`src/rtl/chart_sequencer_pkg.sv`:
```
// Shared types and constants for the chart sequencer and its spawn FIFO.
// Lane masks are one bit per arrow lane; rom_data carries the end-of-chart flag above the mask.
package stepmania_pkg;

   localparam int NUM_LANES = 4;
   localparam int END_BIT   = 4;

   typedef logic [NUM_LANES-1:0] lane_mask_t;

   typedef enum logic [2:0] {
      ST_IDLE,
      ST_WAIT,
      ST_FETCH,
      ST_CAPTURE,
      ST_DONE
   } chart_state_t;

   function automatic logic is_playing(chart_state_t s);
      return (s == ST_WAIT) || (s == ST_FETCH) || (s == ST_CAPTURE);
   endfunction

endpackage

```
`src/rtl/chart_sequencer_if.sv`:
```
// Valid/ready spawn channel from the chart sequencer to the arrow renderer.
interface chart_sequencer_if;
   import stepmania_pkg::*;

   logic       spawn_valid;
   lane_mask_t spawn_lanes;
   logic       spawn_ready;

   modport master (output spawn_valid, spawn_lanes, input spawn_ready);
   modport slave  (input spawn_valid, spawn_lanes, output spawn_ready);

endinterface

```
`src/rtl/chart_sequencer_spawn_fifo.sv`:
```
// Small lane-mask FIFO with a combinational head. A push into a full FIFO succeeds only
// when a pop happens in the same cycle.
module spawn_fifo
   import stepmania_pkg::*;
#(
   parameter int DEPTH = 4
) (
   input  logic       clk,
   input  logic       rst_n,
   input  logic       flush,
   input  logic       push,
   input  lane_mask_t push_data,
   input  logic       pop,
   output lane_mask_t head,
   output logic       full,
   output logic       empty
);

   localparam int PTR_W = (DEPTH > 1) ? $clog2(DEPTH) : 1;
   localparam int CNT_W = $clog2(DEPTH + 1);

   lane_mask_t       mem_q [DEPTH];
   lane_mask_t       mem_d [DEPTH];
   logic [PTR_W-1:0] wr_ptr_q, wr_ptr_d;
   logic [PTR_W-1:0] rd_ptr_q, rd_ptr_d;
   logic [CNT_W-1:0] count_q, count_d;
   logic             push_ok, pop_ok;

   assign empty   = (count_q == '0);
   assign full    = (count_q == CNT_W'(DEPTH));
   assign pop_ok  = pop && !empty;
   assign push_ok = push && (!full || pop_ok);
   assign head    = empty ? '0 : mem_q[rd_ptr_q];

   always_comb begin
      mem_d    = mem_q;
      wr_ptr_d = wr_ptr_q;
      rd_ptr_d = rd_ptr_q;
      count_d  = count_q;
      if (flush) begin
         wr_ptr_d = '0;
         rd_ptr_d = '0;
         count_d  = '0;
      end else begin
         if (push_ok) begin
            mem_d[wr_ptr_q] = push_data;
            wr_ptr_d        = wr_ptr_q + PTR_W'(1);
         end
         if (pop_ok) begin
            rd_ptr_d = rd_ptr_q + PTR_W'(1);
         end
         case ({push_ok, pop_ok})
            2'b10:   count_d = count_q + CNT_W'(1);
            2'b01:   count_d = count_q - CNT_W'(1);
            default: count_d = count_q;
         endcase
      end
   end

   always_ff @(posedge clk or negedge rst_n) begin
      if (!rst_n) begin
         for (int i = 0; i < DEPTH; i++) begin
            mem_q[i] <= '0;
         end
         wr_ptr_q <= '0;
         rd_ptr_q <= '0;
         count_q  <= '0;
      end else begin
         mem_q    <= mem_d;
         wr_ptr_q <= wr_ptr_d;
         rd_ptr_q <= rd_ptr_d;
         count_q  <= count_d;
      end
   end

endmodule

```
`src/rtl/chart_sequencer.sv`:
```
// Walks a step chart in ROM at a frame-based tempo and queues non-rest lane masks
// for the arrow renderer through a valid/ready FIFO.
module chart_sequencer
   import stepmania_pkg::*;
#(
   parameter int FRAMES_PER_STEP = 15,
   parameter int ADDR_W          = 8,
   parameter int FIFO_DEPTH      = 4
) (
   input  logic              Clk,
   input  logic              reset_n,
   input  logic              frame_clk,
   input  logic              start,
   input  logic              pause,
   output logic [ADDR_W-1:0] rom_addr,
   input  logic [4:0]        rom_data,
   chart_sequencer_if.master spawn,
   output logic [ADDR_W-1:0] step_index,
   output logic              busy,
   output logic              done,
   output logic              overflow
);

   localparam int TCNT_W = $clog2(FRAMES_PER_STEP);

   chart_state_t      state_q, state_d;
   logic [ADDR_W-1:0] addr_q, addr_d;
   logic [TCNT_W-1:0] tcnt_q, tcnt_d;
   logic [ADDR_W-1:0] step_index_q, step_index_d;
   logic              overflow_q, overflow_d;
   logic              frame_dly_q, frame_dly_d;

   logic       frame_rise, tick_en, last_tick, last_addr, end_hit;
   logic       restart, fifo_push, fifo_pop, fifo_full, fifo_empty;
   lane_mask_t rom_mask, fifo_head;

   assign frame_rise = frame_clk && !frame_dly_q;
   assign tick_en    = frame_rise && !pause;
   assign last_tick  = (tcnt_q == TCNT_W'(FRAMES_PER_STEP - 1));
   assign last_addr  = (addr_q == '1);
   assign end_hit    = rom_data[END_BIT];
   assign rom_mask   = rom_data[NUM_LANES-1:0];

   // FSM state register
   always_ff @(posedge Clk or negedge reset_n) begin
      if (!reset_n) begin
         state_q <= ST_IDLE;
      end else begin
         state_q <= state_d;
      end
   end

   // FSM next-state
   always_comb begin
      state_d = state_q;
      case (state_q)
         ST_IDLE, ST_DONE: if (start) state_d = ST_WAIT;
         ST_WAIT:          if (tick_en && last_tick) state_d = ST_FETCH;
         ST_FETCH:         state_d = ST_CAPTURE;
         ST_CAPTURE:       state_d = (end_hit || last_addr) ? ST_DONE : ST_WAIT;
         default:          state_d = ST_IDLE;
      endcase
   end

   // FSM outputs
   always_comb begin
      restart   = start && ((state_q == ST_IDLE) || (state_q == ST_DONE));
      fifo_push = (state_q == ST_CAPTURE) && !end_hit && (rom_mask != '0);
      busy      = is_playing(state_q);
      done      = (state_q == ST_DONE);
   end

   // Tempo counter, chart address and sticky status
   always_comb begin
      addr_d       = addr_q;
      tcnt_d       = tcnt_q;
      step_index_d = step_index_q;
      overflow_d   = overflow_q;
      frame_dly_d  = frame_clk;
      if (restart) begin
         addr_d     = '0;
         tcnt_d     = '0;
         overflow_d = 1'b0;
      end
      if ((state_q == ST_WAIT) && tick_en) begin
         tcnt_d = last_tick ? '0 : tcnt_q + TCNT_W'(1);
      end
      if (state_q == ST_CAPTURE) begin
         step_index_d = addr_q;
         // The address holds at the last entry so rom_addr never wraps back to 0.
         if (!end_hit && !last_addr) begin
            addr_d = addr_q + ADDR_W'(1);
         end
      end
      if (fifo_push && fifo_full && !fifo_pop) begin
         overflow_d = 1'b1;
      end
   end

   always_ff @(posedge Clk or negedge reset_n) begin
      if (!reset_n) begin
         addr_q       <= '0;
         tcnt_q       <= '0;
         step_index_q <= '0;
         overflow_q   <= 1'b0;
         frame_dly_q  <= 1'b0;
      end else begin
         addr_q       <= addr_d;
         tcnt_q       <= tcnt_d;
         step_index_q <= step_index_d;
         overflow_q   <= overflow_d;
         frame_dly_q  <= frame_dly_d;
      end
   end

   assign fifo_pop = !fifo_empty && spawn.spawn_ready;

   spawn_fifo #(
      .DEPTH (FIFO_DEPTH)
   ) u_spawn_fifo (
      .clk       (Clk),
      .rst_n     (reset_n),
      .flush     (restart),
      .push      (fifo_push),
      .push_data (rom_mask),
      .pop       (fifo_pop),
      .head      (fifo_head),
      .full      (fifo_full),
      .empty     (fifo_empty)
   );

   assign spawn.spawn_valid = !fifo_empty;
   assign spawn.spawn_lanes = fifo_head;
   assign rom_addr          = addr_q;
   assign step_index        = step_index_q;
   assign overflow          = overflow_q;

endmodule

```
`src/flat_wrapper.sv`:
```
// flat-port wrapper written by rule: the top's interface ports become plain ports
module chart_sequencer_flat import stepmania_pkg::*;
#(
   parameter int FRAMES_PER_STEP = 15,
   parameter int ADDR_W          = 8,
   parameter int FIFO_DEPTH      = 4
)
  (Clk, reset_n, frame_clk, start, pause, rom_addr, rom_data, step_index, busy, done, overflow, spawn_spawn_valid, spawn_spawn_lanes, spawn_spawn_ready);
  chart_sequencer_if spawn_i ();
  input  logic Clk;
  input  logic reset_n;
  input  logic frame_clk;
  input  logic start;
  input  logic pause;
  output logic [ADDR_W-1:0] rom_addr;
  input  logic [4:0] rom_data;
  output logic [ADDR_W-1:0] step_index;
  output logic busy;
  output logic done;
  output logic overflow;
  output wire logic [$bits(spawn_i.spawn_valid)-1:0] spawn_spawn_valid;
  output wire logic [$bits(spawn_i.spawn_lanes)-1:0] spawn_spawn_lanes;
  input wire logic [$bits(spawn_i.spawn_ready)-1:0] spawn_spawn_ready;
  assign spawn_spawn_valid = spawn_i.spawn_valid;
  assign spawn_spawn_lanes = spawn_i.spawn_lanes;
  assign spawn_i.spawn_ready = spawn_spawn_ready;
  chart_sequencer #(.FRAMES_PER_STEP(FRAMES_PER_STEP), .ADDR_W(ADDR_W), .FIFO_DEPTH(FIFO_DEPTH)) u_core (.Clk(Clk), .reset_n(reset_n), .frame_clk(frame_clk), .start(start), .pause(pause), .rom_addr(rom_addr), .rom_data(rom_data), .spawn(spawn_i), .step_index(step_index), .busy(busy), .done(done), .overflow(overflow));
endmodule
```
`config.mk`:
```
export PLATFORM = sky130hd
export DESIGN_NAME = chart_sequencer_flat
export DESIGN_NICKNAME = d
export VERILOG_FILES = /design/src/rtl/chart_sequencer_pkg.sv /design/src/rtl/chart_sequencer_if.sv /design/src/rtl/chart_sequencer_spawn_fifo.sv /design/src/rtl/chart_sequencer.sv /design/src/flat_wrapper.sv
export SDC_FILE = /design/constraint.sdc
export NUM_CORES = 1
export LEC_CHECK = 0
export CAP_MARGIN = 20
export CORE_UTILIZATION = 45
export CTS_CLUSTER_DIAMETER = 80
export DETAILED_ROUTE_END_ITERATION = 16
export PLACE_DENSITY_LB_ADDON = 0.05
export REMOVE_ABC_BUFFERS = 1
export SYNTH_ARGS = -nofsm -noshare
export SYNTH_HDL_FRONTEND = slang
export SYNTH_SLANG_ARGS = --single-unit
export TNS_END_PERCENT = 5
```
`constraint.sdc`:
```
create_clock -name Clk -period 4.8 [get_ports Clk]
set_input_delay 0.96 -clock Clk [delete_from_list [all_inputs] [get_ports Clk]]
set_output_delay 0.96 -clock Clk [all_outputs]
set_load 0.005 [all_outputs]
```
Yosys cells after proc, flatten, opt, wreduce, memory -nomap -nowiden. Index checks and enable logic that the tools add are counted.

Output and inout bits: 24. Bits of input ports: 11. Logic and storage cells: 98. Register bits after elaboration: 48.

Bitwise gates (word level): 3. $lt $le $gt $ge: 3. Add/sub/neg operators: 6. Eq/ne operators: 11. Multiplexer cells: 25. Reduce and logical (&&, ||, !) cells: 37.

Operators by type and width (count): 2-to-1 mux 4 bit (7); 2-to-1 mux 8 bit (3); bitwise mux 16 bit (1); logical AND 1 bit (14); 2-to-1 mux 3 bit (4); case mux 3 bit (4 select lines) (1); adder 8 x 1 -> 8 bit (second input constant) (1); binary-select mux 4 bit (select 2 bit) (1); demux 4 bit (select 2 bit) (1); == test 8 bit (second input constant) (1); 2-to-1 mux 2 bit (4); nonzero test 2 bit (4); zero test 1 bit (7); == test 3 x 2 -> 1 bit (second input constant) (2); == test 3 bit (second input constant) (2); >= comparator 3 bit (second input constant) (2); zero test 3 bit (2); NOT 2 -> 3 bit (2); case mux 3 bit (2 select lines) (1); logical OR 1 bit (5); adder 2 x 1 -> 2 bit (second input constant) (2); adder 4 x 1 -> 4 bit (second input constant) (1); == test 4 bit (second input constant) (1); AND reduction 2 bit (2); 13 further kinds (14).

Depth between registers and ports, before layout. Gate-level depths: netlist (run 1).

Word-level depth: 9. Mapped depth: 10. Mapped depth without buffers: 8.

Hierarchy. A second synthesis (run 1) with hierarchy kept.

Cell total of the unflattened synthesis: 206. Area total of the unflattened synthesis: 2473.6 sq um.

Modules (own cells, without submodules): chart_sequencer (sequential area each 625.6 sq um, cells an instance 109, area each 1238.7 sq um, times used 1); spawn_fifo (sequential area each 575.6 sq um, cells an instance 97, area each 1234.9 sq um, times used 1).

Worst setup path before layout (run 1). OpenSTA, ideal clock, no wires.

Kind: input-to-reg. Start: in rom_data[4]. End: reg u_core.u_spawn_fifo.count_q[2]. Data arrival time: 2.941 ns. Setup time: 0.077 ns. Data required time: 4.723 ns. Stages on the path: 9. Buffers on the path: 1. Slack: 1.782 ns. Path through: nand4bb_1 -> buf_2 -> nor3_4 -> inv_1 -> ha_1 -> fa_1 -> xnor2_1 -> or3_1 -> a21oi_1.

Cells in the longest elaborated chain, start to end: 7. Elaborated cells on any way between the ends: 9. Those cells by class: eq/ne: 2; mux: 2; reduce/logical: 5.

RTL lines: start, declared (RTL line flat_wrapper.sv:16) `input logic [4:0] rom_data;`; zero test 1 bit * (RTL line chart_sequencer.sv:68) `fifo_push = (state_q == ST_CAPTURE) && !end_hit && (rom_mask != '0);`; logical AND 1 bit * (2 in a row) (RTL line chart_sequencer.sv:68); logical AND 1 bit * (RTL line chart_sequencer_spawn_fifo.sv:32) `assign push_ok = push && (!full || pop_ok);`; == test 2 x 1 -> 1 bit / == test 2 bit (equally long branches) (RTL line chart_sequencer_spawn_fifo.sv:52) `case ({push_ok, pop_ok})`; case mux 3 bit (2 select lines) (RTL line chart_sequencer_spawn_fifo.sv:52); 2-to-1 mux 3 bit (RTL line chart_sequencer_spawn_fifo.sv:40) `if (flush) begin`; end signal, assigned (RTL line chart_sequencer_spawn_fifo.sv:72) `count_q <= count_d;`; end, declared (RTL line chart_sequencer_spawn_fifo.sv:26) `logic [CNT_W-1:0] count_q, count_d;`.

Mark *: on every way between the ends. The rest lies on a longest branch, timed or not. A chain may end at the register's enable or synchronous reset.

Final worst setup path (run 1). Same ends and word-level chain as after synthesis.

==> summary.txt, run 1 <==
Min path
  – Hold depth: 1
  – Hold Path Class: flop to flop

Yosys
  – Yosys cell types: 43
  – Share of the synthesized area in the top cell type: 51.6%
  – Synth Register Bits: 48
  – Synth Instances: 196
  – Area leader, netlist: dfrtp_1
  – Synth Area per Inst: 11.9 um^2
  – Top cells by area, synth: dfrtp_1, mux2_2, ha_1, mux4_2, nand2_1
  – YS warnings: 0
  – Post-Syn Area: 0.00233 mm^2
  – Sequential area share after synthesis: 51.6%

Floorplanning
  – Initial core utilization: 48.0%
  – DIE WIDTH: 73.9 um
  – Row count: 25
  – I/O pins: 35
  – Die area: around 0.0055 mm^2
  – Core area: ~0.0048 mm^2
  – Die Span Y: 73.9 um

Clocking
  – Reg clk slew, reported paths: 0.08 ns
  – CTS Hold Buffers Added: 0
  – CTS root buf: clkbuf_8
  – Htree depth: 2
  – Resized Gates After CTS: 0
  – Max clock buf depth: 2
  – CTS buffer count: 5
  – CTS tree: yes
  – Clk_lat worst skew: roughly 0.30 ns
  – Post-CTS Setup Bufs: 0
  – CTS Sinks: 48

Timing
  – Clk_skew: 0.00828 ns
  – Final Slew Violations: 0
  – Slew @ Worst Pin: 0.830 ns
  – TNS Setup: 0 ns
  – Slew headroom: 44.4%
  – Max Fclk: 284 MHz
  – Final setup margin: 1.28 ns
  – RSZ-0062 raised after global routing: no
  – Final cycle utilization of the critical path: 73.3%
  – Setup violations, final: 0
  – Min cycle time layout: 3.52 ns
  – Final hold violation count: 0

Setup path
  – Critical path type: input port to flop
  – CP arrival: 3.74 ns
  – CP peak stage delay: approximately 0.50 ns
  – CP max-delay cell: nor3_4
  – Crit path required time: around 5.0 ns
  – R2R cell count: 8
  – CP max FO: 9
  – CP Capture Type: flop
  – Worst path cell trace: clkdlybuf4s50_1 -> nand4bb_1 -> nor3_4 -> inv_1 -> ha_1 -> fa_1 -> xnor2_1 -> or3_1 -> a21oi_1
  – Critical Path Source Type: input port

Detailed routing
  – Starting DRC count in detailed routing: between 80 and 90
  – First-pass DRT Iterations: 4
  – WL final: 4.69 mm
  – WL/cell: 15.6 um
  – Final ANT Viol Nets: 0
  – DRC Markers: 0
  – Total number of vias: between 1.5k and 2k
  – Via density: 5.48

Global route
  – Largest net degree at the start of global routing: 49
  – First-pass GRT wire length: roughly 8 mm
  – Vias in the first global route: 1,730
  – Total GRT Usage: 19.7%
  – Gr ovfl total: 0
  – Initial antenna violation count: 0

Run
  – Maxcap violations: 0

Cells and area
  – P&R area growth vs syn: 21.4%
  – Share of cells above drive strength 1: 18.0%
  – Post-route cell area: between 0.002 and 0.003 mm^2
  – Non-Filler Instances: 300
  – Fillers: 414
  – ANT cells: 0
  – Final nets: 253

Placed design
  – GP Congestion: 0.821
  – DP Cell Count: ~290
  – Placed Instance Area: between 0.002 and 0.003 mm^2
  – Port Buffers: 34
  – Dpl hpwl: between 3 and 4 mm
  – Place WS: 1.01 ns

Pwr
  – Peak supply drop: about 0.14 mV
  – Static Leakage: about 1.3 nW
  – Total Power: around 0.0009 W
  – Power density cells: about 320 mW/mm^2

Status
  – Status: finished clean
## power by group
part / switching [W] / internal, W / leakage, nW
logic: 0.0000814 / 0.0000902 / 0.574
registers: 0.0000512 / 0.000437 / 0.651
clock network: 0.000131 / 0.0000988 / 0.0400
total: 0.000263 / 0.000626 / 1.27
## through the flow
| step | util (%) | hold WS [ns] |
|---|---|---|
| final | 58.3 | 0.508 |
| after global routing | 58.3 | 0.528 |
| after CTS | 57.9 | 0.509 |
| after detailed placement | 56.2 | 0.488 |
| after global placement | 56.2 | 0.469 |
| after floorplan | - | 0.459 |
## sequential cells by signal, summed over array words and instances (netlist names)
signal / cells
u_core.u_spawn_fifo.mem_q: 16
u_core.rom_addr: 8
u_core.step_index: 8
u_core.tcnt_q: 4
u_core.state_q: 3
u_core.u_spawn_fifo.count_q: 3
u_core.u_spawn_fifo.rd_ptr_q: 2
u_core.u_spawn_fifo.wr_ptr_q: 2
u_core.frame_dly_q: 1
u_core.overflow: 1
## cell type report
cell class	count	area (um^2)	area share, %
clock buffer	5	68.8	2.44
inverter	8	30.0	1.06
multi-input combinational	135	1070	38.0
timing repair buffer	35	355	12.6
clock inverter	2	12.5	0.443
sequential	48	1200	42.5
tap	67	83.8	2.97
## critical path, delay by kind of cell
kind | cells | cell delay, ns
AND/OR/NAND/NOR | 3 | 1.22
XOR/XNOR | 1 | 0.14
AO/OA/AOI/OAI | 1 | 0.14
buffers and inverters | 2 | 0.55
adder cells (fa/ha/maj) | 2 | 0.72
## cells in the mapped netlist
| library cell | number |
|---|---|
| a2111oi_0 | 1 |
| a21o_1 | 1 |
| a21oi_1 | 6 |
| a22o_1 | 1 |
| a31oi_1 | 2 |
| and2_1 | 5 |
| and3_1 | 1 |
| and4_1 | 1 |
| buf_2 | 3 |
| clkbuf_1 | 2 |
| dfrtp_1 | 48 |
| fa_1 | 1 |
| ha_1 | 8 |
| inv_1 | 8 |
| mux2_1 | 1 |
| mux2_2 | 22 |
| mux2i_1 | 5 |
| mux4_2 | 4 |
| nand2_1 | 17 |
| nand2_2 | 4 |
| nand2b_1 | 1 |
| nand3_1 | 8 |
| nand4_1 | 3 |
| nand4bb_1 | 1 |
| nor2_1 | 9 |
| nor2b_1 | 2 |
| nor3_1 | 2 |
| nor3_4 | 1 |
| nor3b_1 | 2 |
| nor3b_2 | 1 |
| nor4_1 | 1 |
| nor4b_1 | 1 |
| o21a_1 | 1 |
| o21ai_0 | 7 |
| o21bai_1 | 1 |
| o22ai_1 | 2 |
| o31ai_1 | 1 |
| o41ai_1 | 1 |
| or3_1 | 2 |
| or3b_2 | 1 |
| or4_1 | 1 |
| xnor2_1 | 3 |
| xor2_1 | 3 |
## per-layer routing
metal / share of wire [%] / GRT usage (%) / routed length, um / up-vias
met1: 45 / 24.1 / 2110 / 831
met5: 0 / 0 / 0 / -
met3: 3.7 / 5.21 / 175 / 7
li1: - / - / - / 770
met2: 50 / 33.3 / 2350 / 36
met4: 1.1 / 7.48 / 51 / 0
## path summary, 6_finish.rpt
check	slack, ns	start	endpoint
setup / recovery	1.28	rom_data[4]	u_core.u_spawn_fifo.count_q[2]
hold / removal	0.51	u_core.u_spawn_fifo.mem_q[6]	u_core.u_spawn_fifo.mem_q[6]
setup reg to reg	1.91	u_core.state_q[2]	u_core.u_spawn_fifo.count_q[2]
hold reg to reg	0.51	u_core.u_spawn_fifo.mem_q[6]	u_core.u_spawn_fifo.mem_q[6]
max in group asynchronous	3.71	reset_n	u_core.u_spawn_fifo.mem_q[7]
min in group asynchronous	0.58	reset_n	u_core.u_spawn_fifo.mem_q[9]
## cells by family (layout without fill, tap and decap cells)
kind of cell               after synthesis  after routing  share of synthesized area (%)
buffers and inverters                   13             50                           2.26
DFF                                     48             48                           51.6
and+or+nand+nor                         64             64                           15.3
adders and majority gates                9              9                           5.16
muxes                                   32             32                           17.2
AOI/OAI and AO/OA                       24             24                           6.29
xor gates and xnor gates                 6              6                           2.26
## placed cells by master, fill, tap and decap left out, types with 2 or more instances in the layout
cell type	netlist	final
nand2_1	17	17
xor2_1	3	3
xnor2_1	3	3
a21oi_1	6	6
nor3b_1	2	2
o21ai_0	7	7
mux4_2	4	4
a31oi_1	2	2
mux2i_1	5	5
nor2b_1	2	2
o22ai_1	2	2
clkbuf_8	0	5
ha_1	8	8
nor3_1	2	2
nand3_1	8	8
inv_1	8	8
nand4_1	3	3
mux2_2	22	22
nor2_1	9	9
nand2_2	4	4
and2_1	5	5
clkdlybuf4s50_1	0	33
or3_1	2	2
dfrtp_1	48	48
No activity file was read; power rests on OpenSTA's default activity.
==> inputs of run 2 (changes only) <==
clock period = 3.33 ns   (was 4.8 ns; I/O delays follow)
==> run 2 against run 1 <==
- non-clock buffer count increased by 5
- register-to-register slack got worse by 1.0 ns
- sequential share of layout area down 1.1 points
- combinational power rose by 42%
- via count is 1.0% higher
- critical path depth unchanged
- critical path type unchanged
- critical endpoint unchanged
- largest power group unchanged
==> summary.txt, run 2 (synthesized netlist as in run 1, its figures left out) <==
Status
  – Status: finished clean

Placed design
  – Dpl hpwl: 3.27 mm (-1.5%)
  – Place WS: 0.290 ns (-0.724 ns)
  – GP Congestion: 0.798 (-2.9%)
  – Port Buffers: 34 (unchanged)

Timing
  – Clk_skew: 0.00788 ns (-0.000396 ns)
  – Final Slew Violations: 0 (unchanged)
  – Slew @ Worst Pin: 0.562 ns (-0.268 ns)
  – TNS Setup: 0 ns (unchanged)
  – Hold slack: 0.235 ns (-0.273 ns)
  – Setup violations, final: 0 (unchanged)
  – Final cycle utilization of the critical path: 82.0%
  – Min cycle time layout: ~2.7 ns
  – Max Fclk: 366 MHz
  – Final setup margin: 0.599 ns (-0.685 ns)
  – Slew headroom: 61.6% (+17 points)
  – RSZ-0062 raised after global routing: no
  – Final hold violation count: 0 (unchanged)

Detailed routing
  – Uppermost layer routed: met4
  – Final ANT Viol Nets: 0 (unchanged)
  – First-pass DRT Iterations: 4 (unchanged)
  – WL met3: 180 um (+2.9%)
  – WL/cell: 15.2 um (-2.5%)
  – WL final: 4.66 mm (-0.60%)
  – Met1 Wirelength: 2.12 mm (+0.47%)
  – DRC Markers: 0 (unchanged)
  – Via density: 5.43 (-0.95%)
  – Starting DRC count in detailed routing: 70 (-18%)
  – Wire length on met2: 2.31 mm (-1.8%)
  – Total number of vias: 1,661 (+1.0%)

Cells and area
  – P&R area growth vs syn: 24.5%
  – Max reg flops: 16 (unchanged)
  – ANT cells: 0 (unchanged)
  – Commonest non-fill, non-tap cells in the layout: dfrtp_1, clkdlybuf4s50_1, mux2_2, nand2_1, nor2_1
  – Final nets: 258 (+2.0%)
  – Share of cells above drive strength 1: 20.1% (+2.1 points)
  – Final Util: 59.8% (+1.5 points)
  – Fillers: 412 (-0.48%)
  – Most common library cell in the layout ignoring fill and taps: dfrtp_1
  – Register with the most flip-flops: u_core.u_spawn_fifo.mem_q

Setup path
  – CP peak stage delay: 0.45 ns (-0.05 ns)
  – Critical Path Source Type: input port
  – Crit path required time: 3.56 ns (-1.46 ns)
  – CP max-delay cell: clkdlybuf4s50_1
  – CP Capture Type: flop
  – Worst path cell trace: clkdlybuf4s50_1 -> nand4bb_1 -> nor3_4 -> inv_1 -> ha_1 -> fa_1 -> xnor2_1 -> or3_1 -> a21oi_1
  – CP arrival: 2.96 ns (-0.78 ns)
  – CP max FO: 2 (-7)
  – Critical path type: input port to flop

Clocking
  – Post-CTS Setup Bufs: 0 (unchanged)
  – CTS tree: yes
  – Reg clk slew, reported paths: 0.09 ns (about the same)
  – CTS buffer count: 5 (unchanged)
  – CTS root buf: clkbuf_8
  – Htree depth: 2 (unchanged)
  – CTS Hold Buffers Added: 0 (unchanged)
  – Clk_lat worst skew: 0.30 ns (about the same)
  – CTS Sinks: 48 (unchanged)
  – Resized Gates After CTS: 0 (unchanged)
  – Max clock buf depth: 2 (unchanged)

Pwr
  – Combinational fraction of design power: 17.7% (-1.6 points)
  – Int Pwr: 0.000989 W (+58%)
  – Peak supply drop: 0.233 mV (+67%)
  – Switching power: 0.000390 W (+48%)
  – Sequential group share of total power: 51.3% (-3.6 points)
  – Clk pwr share: 31.0% (+5.2 points)
  – Power density cells: 476 mW/mm^2 (+51%)
  – Static Leakage: 1.31 nW (+3.5%)
  – Switch share: 28.3% (-1.3 points)

Floorplanning
  – Initial core utilization: 48.0% (unchanged)
  – I/O pins: 35 (unchanged)
  – DIE WIDTH: 73.9 um (unchanged)
  – Core area: 0.00485 mm^2 (unchanged)
  – Row count: 25 (unchanged)
  – Die Span Y: 73.9 um (unchanged)
  – Die area: 0.00546 mm^2 (unchanged)

Global route
  – Vias in the first global route: 1,716 (-0.81%)
  – Total GRT Usage: 19.7% (+0.023 points)
  – Largest net degree at the start of global routing: 49 (unchanged)
  – Initial antenna violation count: 0 (unchanged)
  – Gr ovfl total: 0 (unchanged)
  – First-pass GRT wire length: 8.08 mm (+0.86%)

Run
  – Maxcap violations: 0 (unchanged)

Min path
  – Hold Path Class: input port to async pin
[run 2: changes by cell type in the layout (fill, tap and decap cells not counted), sizes merged]
cell / change
bufinv: +1
buf: +5
clkinvlp: -1
clkinv: +1
[run 2: cell type report]
type	instances	area, um^2	share of cell area, %
clock buffers	5	68.8	2.37
clock inverters	3	47.5	1.64
repair buffers	40	393	13.6
well taps	67	83.8	2.89
flip-flops and latches	48	1200	41.5
inverters	8	30.0	1.04
multi-input cells	135	1070	37.0
[run 2: power by group through the flow]
| stage | Clock [W] | Sequential (W) | Combinational (W) |
|---|---|---|---|
| global route | 0.000464 | 0.000718 | 0.000277 |
| finish | 0.000428 | 0.000707 | 0.000244 |
| CTS | 0.000440 | 0.000707 | 0.000245 |
| detailed placement | 0 | 0.000718 | 0.000244 |
| global placement | 0 | 0.000715 | 0.000231 |
| floorplan | 0 | 0.000695 | 0.000164 |
[run 2: critical path: cells and delay by family]
family	cells	cell delay [ns]
and+or+nand+nor	3	0.83
adders and majority gates	2	0.68
buffers and inverters	2	0.51
xor gates and xnor gates	1	0.15
AOI/OAI and AO/OA	1	0.14
[run 2: final timing paths]
kind / startpoint / end / slack [ns] / cells past startpoint
setup / recovery: rom_data[4] / u_core.u_spawn_fifo.count_q[2] / 0.60 / 9
setup reg to reg: u_core.u_spawn_fifo.count_q[1] / u_core.u_spawn_fifo.count_q[2] / 0.87 / 7
min in group Clk: u_core.step_index[4] / u_core.step_index[4] / 0.50 / 2
hold reg to reg: u_core.step_index[4] / u_core.step_index[4] / 0.50 / 2
hold / removal: reset_n / u_core.u_spawn_fifo.mem_q[13] / 0.23 / 1
max in group asynchronous: reset_n / u_core.tcnt_q[0] / 2.61 / 2
[run 2: metal layers]
metal,up-vias,GRT usage (%)
met5,-,0
met4,0,6.20
met3,6,4.66
met2,31,33.2
met1,839,25.1
li1,785,-
[run 2: metrics by stage]
| step | cell area [um^2] | instances | power (W) |
|---|---|---|---|
| floorplan | 2300 | 191 | 0.000859 |
| global placement | 2760 | 297 | 0.000946 |
| detailed placement | 2760 | 297 | 0.000962 |
| CTS | 2880 | 305 | 0.00139 |
| global route | 2900 | 306 | 0.00146 |
| finish | 2900 | 306 | 0.00138 |
